`src/rtl/security_alert_ctrl.sv`:
```
// Multi-zone security alert controller: arming, zone masking, timed escalation,
// acknowledge and post-ack cooldown driving app/email/SMS notification requests.
module security_alert_ctrl #(
  parameter int NUM_ZONES       = 4,
  parameter int ESCALATE_CYCLES = 32,
  parameter int HOLD_CYCLES     = 16,
  parameter int CNT_W           = 8
) (
  input  logic                 clk,
  input  logic                 rst_n,
  input  logic                 arm,
  input  logic                 ack,
  input  logic [NUM_ZONES-1:0] zone_mask,
  input  logic [NUM_ZONES-1:0] intruder_detected,
  input  logic [NUM_ZONES-1:0] system_compromised,
  output logic                 app_alert,
  output logic                 email_alert,
  output logic                 sms_alert,
  output logic [NUM_ZONES-1:0] alert_zone,
  output logic [2:0]           alert_state,
  output logic [CNT_W-1:0]     event_count
);

  localparam int MAX_CYC = (ESCALATE_CYCLES > HOLD_CYCLES) ? ESCALATE_CYCLES : HOLD_CYCLES;
  localparam int TMR_W   = $clog2(MAX_CYC);

  localparam logic [2:0] S_DISARMED  = 3'd0;
  localparam logic [2:0] S_ARMED     = 3'd1;
  localparam logic [2:0] S_ALERT     = 3'd2;
  localparam logic [2:0] S_ESCALATED = 3'd3;
  localparam logic [2:0] S_COOLDOWN  = 3'd4;

  localparam logic [TMR_W-1:0] ESC_LAST  = TMR_W'(ESCALATE_CYCLES - 1);
  localparam logic [TMR_W-1:0] HOLD_LAST = TMR_W'(HOLD_CYCLES - 1);
  localparam logic [CNT_W-1:0] CNT_MAX   = {CNT_W{1'b1}};

  logic [2:0]           state;
  logic [2:0]           next_state;
  logic [TMR_W-1:0]     timer;
  logic [NUM_ZONES-1:0] prev_comp;
  logic [NUM_ZONES-1:0] intr_vec;
  logic [NUM_ZONES-1:0] rise_vec;
  logic [NUM_ZONES-1:0] zone_hits;
  logic [NUM_ZONES-1:0] zone_next;
  logic                 intr;
  logic                 comp_rise;
  logic                 count_inc;

  assign intr_vec  = intruder_detected & ~zone_mask;
  assign rise_vec  = system_compromised & ~prev_comp & ~zone_mask;
  assign zone_hits = intr_vec | rise_vec;
  assign intr      = |intr_vec;
  assign comp_rise = |rise_vec;

  always_comb begin
    next_state = S_DISARMED;
    case (state)
      S_DISARMED:  next_state = arm ? S_ARMED : S_DISARMED;
      S_ARMED: begin
        if (!arm)           next_state = S_DISARMED;
        else if (comp_rise) next_state = S_ESCALATED;
        else if (intr)      next_state = S_ALERT;
        else                next_state = S_ARMED;
      end
      S_ALERT: begin
        if (comp_rise)              next_state = S_ESCALATED;
        else if (ack)               next_state = S_COOLDOWN;
        else if (!arm)              next_state = S_DISARMED;
        else if (timer == ESC_LAST) next_state = S_ESCALATED;
        else                        next_state = S_ALERT;
      end
      // Once escalated only an acknowledge can silence the alarm; disarming is ignored.
      S_ESCALATED: next_state = ack ? S_COOLDOWN : S_ESCALATED;
      S_COOLDOWN: begin
        if (comp_rise)               next_state = S_ESCALATED;
        else if (!arm)               next_state = S_DISARMED;
        else if (timer == HOLD_LAST) next_state = S_ARMED;
        else                         next_state = S_COOLDOWN;
      end
      default:     next_state = S_DISARMED;
    endcase
  end

  always_comb begin
    zone_next = '0;
    case (state)
      S_ARMED, S_COOLDOWN:    zone_next = alert_zone | zone_hits;
      S_ALERT, S_ESCALATED:   zone_next = (ack ? '0 : alert_zone) | zone_hits;
      default:                zone_next = '0;
    endcase
  end

  assign count_inc = (state == S_ARMED) &&
                     ((next_state == S_ALERT) || (next_state == S_ESCALATED));

  always_ff @(posedge clk or negedge rst_n) begin
    if (!rst_n) begin
      state       <= S_DISARMED;
      timer       <= '0;
      prev_comp   <= '0;
      alert_zone  <= '0;
      event_count <= '0;
    end else begin
      state      <= next_state;
      prev_comp  <= system_compromised;
      alert_zone <= zone_next;
      if (next_state != state)
        timer <= '0;
      else if ((state == S_ALERT) || (state == S_COOLDOWN))
        timer <= timer + 1'b1;
      else
        timer <= '0;
      if (count_inc && (event_count != CNT_MAX))
        event_count <= event_count + 1'b1;
    end
  end

  always_comb begin
    app_alert   = 1'b0;
    email_alert = 1'b0;
    sms_alert   = 1'b0;
    case (state)
      S_ALERT:     app_alert = 1'b1;
      S_ESCALATED: begin
        app_alert   = 1'b1;
        email_alert = 1'b1;
        sms_alert   = 1'b1;
      end
      default: ;
    endcase
  end

  assign alert_state = state;

endmodule
```
`config.mk`:
```
export PLATFORM = sky130hd
export DESIGN_NAME = security_alert_ctrl
export DESIGN_NICKNAME = d
export VERILOG_FILES = /design/src/rtl/security_alert_ctrl.sv
export SDC_FILE = /design/constraint.sdc
export NUM_CORES = 1
export LEC_CHECK = 0
export CORE_MARGIN = 4
export CORE_UTILIZATION = 52
export CTS_CLUSTER_SIZE = 20
export DETAILED_ROUTE_END_ITERATION = 12
export PLACE_DENSITY = 0.85
export SYNTH_ARGS = -nofsm -noshare
export SYNTH_HDL_FRONTEND = slang
export SYNTH_SLANG_ARGS = --single-unit
```
`constraint.sdc`:
```
create_clock -name clk -period 4.2 [get_ports clk]
set_clock_uncertainty 0.2 [all_clocks]
set_input_delay 0.63 -clock clk [delete_from_list [all_inputs] [get_ports clk]]
set_output_delay 0.63 -clock clk [all_outputs]
set_load 0.05 [all_outputs]
```
==> flow_metrics.tcl, run 1 <==
set metrics [dict create \
    outcome "finished, final reports clean" \
    fin_area_mm2 0.001702 \
    dp.cells 190 \
    ys_types 36 \
    hold_path.class "flip-flop to flip-flop" \
    drtPass1Iterations 5 \
    synth-edff-count 0 \
    cts_buffers 3 \
    r2r_end "timer[2]$_DFF_PN0_" \
    fp.dieW_um 58.69 \
    maxCapViolCount 0 \
    synth_area_mm2 0.001336 \
    cts_resized 0 \
    rsz0062_at_grt "false" \
    synth_fp_nets 152 \
    antenna_found_initial 0 \
    setup_ws_ns 1.205 \
    hold_viol_final 0 \
    grt.overflow.total 0 \
    ir_worst_vdd_mv 0.3960 \
    synth-async-reset-ratio 1.000 \
    final_nets 185 \
    finalNonFillerCells 193 \
    dp_hpwl_mm 2.245 \
    fin_setup_tns_ns 0 \
    numClockSinks 24 \
    period_needed_ns 2.995 \
    ant_nets 0 \
    io_buffers 33 \
    fp.coreArea_mm2 0.002455 \
    place_ws_ns 1.446 \
    synth-seq-cells 24 \
    gp_congestion 0.8980 \
    yosysTopAreaCellShare 0.4494 \
    wl_per_cell_um 15.65 \
    r2r_setup_slack_ns 2.04 \
    synthCells 132 \
    syn_area_per_cell_um2 10.12 \
    grt_pass1_wl_mm 5.181 \
    ios 34 \
    r2r-start "timer[0]$_DFF_PN0_" \
    slowest_stage "clkdlybuf4s50_1" \
    synth_flop_cell "dfrtp_1" \
    crit_path_max_incr_delay_ns 0.82 \
    power.total_mw 1.049 \
    start_util 0.5443 \
    worst-setup-path-type "flip-flop to output port" \
    slew_violations 0 \
    slew_headroom 0.2954 \
    drt_wl_total_mm 3.021 \
    placementRows 18 \
    clk_pin_slew_ns 0.13 \
    synth_area_leaders "dfrtp_1 45%, xor2_1 5.2%, a21oi_1 4.5%, ha_1 3.7%, nand2b_1 3.7%" \
    critical_path.top_delay_family "buffers and inverters" \
    fillerInstances 195 \
    tightestPinTransition_ns 1.054 \
    num_antenna_cells 0 \
    synth.most_common_cell "dfrtp_1" \
    grt_usage 0.1955 \
    num_vias 1135 \
    arrival_ns 2.16 \
    path_buf_inv 1 \
    utilization 0.6932 \
    htreeDepth 1 \
    die_y_um 58.69 \
    clock_latency_ns 0.32 \
    areaGrowthSynthToFinish_pct 27.34 \
    crit_chain "nand2b_1, nor2_1, clkdlybuf4s50_1" \
    post-cts-setup-buffers 0 \
    crit_path_max_fanout 11 \
    p_per_area_mw_per_mm2 616.6 \
    max_freq_ghz 0.3339 \
    required_ns 3.37 \
    die_area_mm2 0.003445 \
    cts_tree "built" \
    drive_gt1_frac 0.07362 \
    viasPerCell 5.881 \
    grt_max_degree 25 \
    root_buffer "clkbuf_4" \
    ff2ff_path_depth 6 \
    cp-start-kind "flip-flop" \
    hold_end "timer[0]$_DFF_PN0_" \
    holdWs_ns 0.2832 \
    placed_area_mm2 0.001679 \
    postCtsHoldBufs 0 \
    post-synth-top-area-cell "dfrtp_1" \
    drc_errors 0 \
    finalSetupViolCount 0 \
    synth_seq_area_share 0.4494 \
    period_share 0.7130 \
    grt_pass1_vias 1148 \
    yosysWarnings 0 \
    whs_path_depth 1 \
    drt-initial-drc-count 46 \
    leakage_nw 0.7633 \
    netlist_top_cells_count "24 x dfrtp_1, 12 x a21oi_1, 9 x nand2_1" \
    end_kind "output port" \
    min_from "timer[0]$_DFF_PN0_" \
    clk_path_buf_depth 2 \
]
==> power breakdown <==
group / total, mW / internal (mW) / switching, mW
logic: 0.590 / 0.209 / 0.381
registers: 0.359 / 0.282 / 0.0765
clock network: 0.100 / 0.0336 / 0.0669
==> routing by layer <==
metal / wire length (um) / part of all wire / global-route usage / up-vias
met3: 186 / 0.062 / 0.03509 / 5
met4: 51 / 0.017 / 0.06796 / 0
met1: 1239 / 0.41 / 0.2367 / 556
met5: 0 / 0 / 0 / -
li1: - / - / - / 532
met2: 1543 / 0.51 / 0.3477 / 42
==> cell usage in the layout (no fill, tap or decap), types with 2 or more instances in the layout <==
cell,instances
and3_1,3
a21o_1,4
nand2_1,9
inv_1,4
a211oi_1,2
xor2_1,8
nand2b_1,8
nand3_1,4
clkdlybuf4s50_1,33
nand4_1,4
nor2b_1,6
nor3_1,7
ha_1,4
clkbuf_4,3
dfrtp_1,24
nor2_1,6
a21oi_1,12
nor3b_1,3
o21bai_1,3
==> area by class of cell <==
type | count | area, um^2 | share of cell area
multi-input combinational | 99 | 695.7 | 0.4088
timing repair buffer | 33 | 330.3 | 0.1941
sequential | 24 | 600.6 | 0.3529
tap | 30 | 37.54 | 0.02206
clock buffer | 3 | 22.52 | 0.01324
inverter | 4 | 15.01 | 0.008824
==> worst max path at each step <==
stage	startpoint	to	slack (ns)	cells past startpoint
floorplan	alert_state[0]$_DFF_PN0_	sms_alert	1.28	4
global placement	system_compromised[2]	event_count[1]$_DFFE_PN0P_	1.49	6
detailed placement	system_compromised[2]	event_count[1]$_DFFE_PN0P_	1.45	6
CTS	alert_state[2]$_DFF_PN0_	sms_alert	1.20	3
global route	alert_state[2]$_DFF_PN0_	sms_alert	1.06	3
finish	alert_state[2]$_DFF_PN0_	sms_alert	1.21	3
==> registers in the layout, indices dropped and copies added (netlist names) <==
register     count
event_count      8
timer            5
alert_zone       4
prev_comp        4
alert_state      3
==> kinds of logic after synthesis <==
logic type / Yosys count / share of synthesized area
compound gates: 33 / 0.1948
fa+ha+maj: 4 / 0.03745
mux: 1 / 0.01123
xor+xnor: 9 / 0.05899
flops: 24 / 0.4494
simple gates: 52 / 0.2182
buf+inv: 9 / 0.02996
No activity file was read; power rests on OpenSTA's default activity.
==> run 2, diff against run 1 <==
--- a/config.mk
+++ b/config.mk
@@ -6,10 +6,10 @@
 export NUM_CORES = 1
 export LEC_CHECK = 0
 export CORE_MARGIN = 4
-export CORE_UTILIZATION = 52
+export CORE_UTILIZATION = 43
 export CTS_CLUSTER_SIZE = 20
 export DETAILED_ROUTE_END_ITERATION = 12
-export PLACE_DENSITY = 0.85
+export PLACE_DENSITY = 0.75
 export SYNTH_ARGS = -nofsm -noshare
 export SYNTH_HDL_FRONTEND = slang
 export SYNTH_SLANG_ARGS = --single-unit
==> constraint.sdc (replaced) <==
create_clock -name clk -period 2.5 [get_ports clk]
set_clock_uncertainty 0.2 [all_clocks]
set_input_delay 0.375 -clock clk [delete_from_list [all_inputs] [get_ports clk]]
set_output_delay 0.375 -clock clk [all_outputs]
set_load 0.05 [all_outputs]
==> flow_metrics.tcl, run 2 (synthesized netlist as in run 1, its figures left out) <==
set metrics [dict create \
    r2r_end "event_count[5]$_DFFE_PN0P_" \
    setup_ws_ns 0.09875 \
    finalSetupViolCount 0 \
    final_nets 190 \
    top_regs "event_count x8, timer x5" \
    grt.overflow.total 0 \
    slowest_stage "clkdlybuf4s50_1" \
    slew_violations 0 \
    placed_area_mm2 0.001713 \
    final_common_cell "clkdlybuf4s50_1" \
    htreeDepth 1 \
    end_kind "output port" \
    clk_pin_slew_ns 0.14 \
    wl_per_cell_um 14.93 \
    post-cts-setup-buffers 0 \
    arrival_ns 1.83 \
    drtPass1Iterations 4 \
    clock_latency_ns 0.32 \
    dp_hpwl_mm 2.278 \
    path_buf_inv 1 \
    period_share 0.9605 \
    viasPerCell 5.585 \
    grt_usage 0.1597 \
    worst-setup-path-type "flip-flop to output port" \
    cts_resized 0 \
    crit_chain "clkdlybuf4s50_1" \
    start_util 0.4684 \
    critical_path.top_delay_family "buffers and inverters" \
    cp-start-kind "flip-flop" \
    cts_tree "built" \
    ir_worst_vdd_mv 0.7098 \
    io_buffers 33 \
    grt_pass1_vias 1114 \
    r2r-start "alert_state[1]$_DFF_PN0_" \
    required_ns 1.92 \
    largest_reg_flops 8 \
    ff2ff_path_depth 6 \
    outcome "finished, final reports clean" \
    period_needed_ns 2.401 \
    layout_common_cells "30 x clkdlybuf4s50_1, 24 x dfrtp_1, 12 x a21oi_1" \
    num_vias 1117 \
    postCtsHoldBufs 0 \
    p_per_area_mw_per_mm2 1038 \
    grt_max_degree 25 \
    r2r_setup_slack_ns 0.31 \
    cts_buffers 3 \
    die_area_mm2 0.004063 \
    crit_path_max_fanout 13 \
    fp.coreArea_mm2 0.002853 \
    crit_path_max_incr_delay_ns 0.89 \
    maxCapViolCount 0 \
    gp_congestion 0.7794 \
    drt_wl_total_mm 2.985 \
    fp.dieW_um 63.75 \
    place_ws_ns 0.02350 \
    num_antenna_cells 0 \
    slew_headroom 0.6610 \
    clk_path_buf_depth 2 \
    fillerInstances 248 \
    grt_pass1_wl_mm 5.209 \
    dp.cells 196 \
    drc_errors 0 \
    numClockSinks 24 \
    antenna_found_initial 0 \
    hold_viol_final 0 \
    drt-initial-drc-count 32 \
    fin_area_mm2 0.001749 \
    utilization 0.6132 \
    top_register "event_count" \
    drive_gt1_frac 0.1302 \
    areaGrowthSynthToFinish_pct 30.90 \
    placementRows 19 \
    ios 34 \
    max_freq_ghz 0.4165 \
    leakage_nw 0.7993 \
    tightestPinTransition_ns 0.5069 \
    finalNonFillerCells 200 \
    die_y_um 63.75 \
    root_buffer "clkbuf_4" \
    rsz0062_at_grt "false" \
    ant_nets 0 \
    hold_path.class "primary input to async pin" \
    fin_setup_tns_ns 0 \
]
run 2: final cells by class:
| class | count | area, um^2 | area share |
|---|---|---|---|
| multi-input combinational | 99 | 698.2 | 0.3991 |
| sequential | 24 | 600.6 | 0.3433 |
| timing repair buffer | 38 | 360.3 | 0.2060 |
| tap | 31 | 38.79 | 0.02217 |
| clock buffer | 4 | 36.28 | 0.02074 |
| inverter | 4 | 15.01 | 0.008584 |
run 2: power by group:
| group | total, mW | switching [mW] | internal (mW) |
|---|---|---|---|
| Combinational | 1.02 | 0.653 | 0.365 |
| Clock | 0.201 | 0.112 | 0.0890 |
| Sequential | 0.596 | 0.122 | 0.474 |
| Total | 1.82 | 0.887 | 0.929 |
run 2: worst max-delay path by stage:
stage	start	to	cells after the start
after detailed placement	system_compromised[2]	event_count[1]$_DFFE_PN0P_	6
final	alert_state[0]$_DFF_PN0_	alert_state[0]	1
after CTS	alert_state[0]$_DFF_PN0_	alert_state[0]	1
after global routing	alert_state[0]$_DFF_PN0_	alert_state[0]	1
after global placement	system_compromised[2]	event_count[1]$_DFFE_PN0P_	6
after floorplan	alert_state[0]$_DFF_PN0_	sms_alert	4
run 2: metrics by stage:
step / power [mW] / hold slack (ns)
after floorplan: 1.298 / -0.1206
after global placement: 1.604 / 0.2577
after detailed placement: 1.625 / 0.2688
after CTS: 1.837 / 0.1926
after global routing: 1.935 / 0.2036
final: 1.815 / 0.1982
run 2: metal layers:
metal | share of wire | vias up | GRT usage
met3 | 0.065 | 2 | 0.05254
met1 | 0.46 | 528 | 0.2046
met2 | 0.47 | 40 | 0.2647
met4 | 0.0057 | 0 | 0.03235
met5 | 0 | - | 0
li1 | - | 547 | -
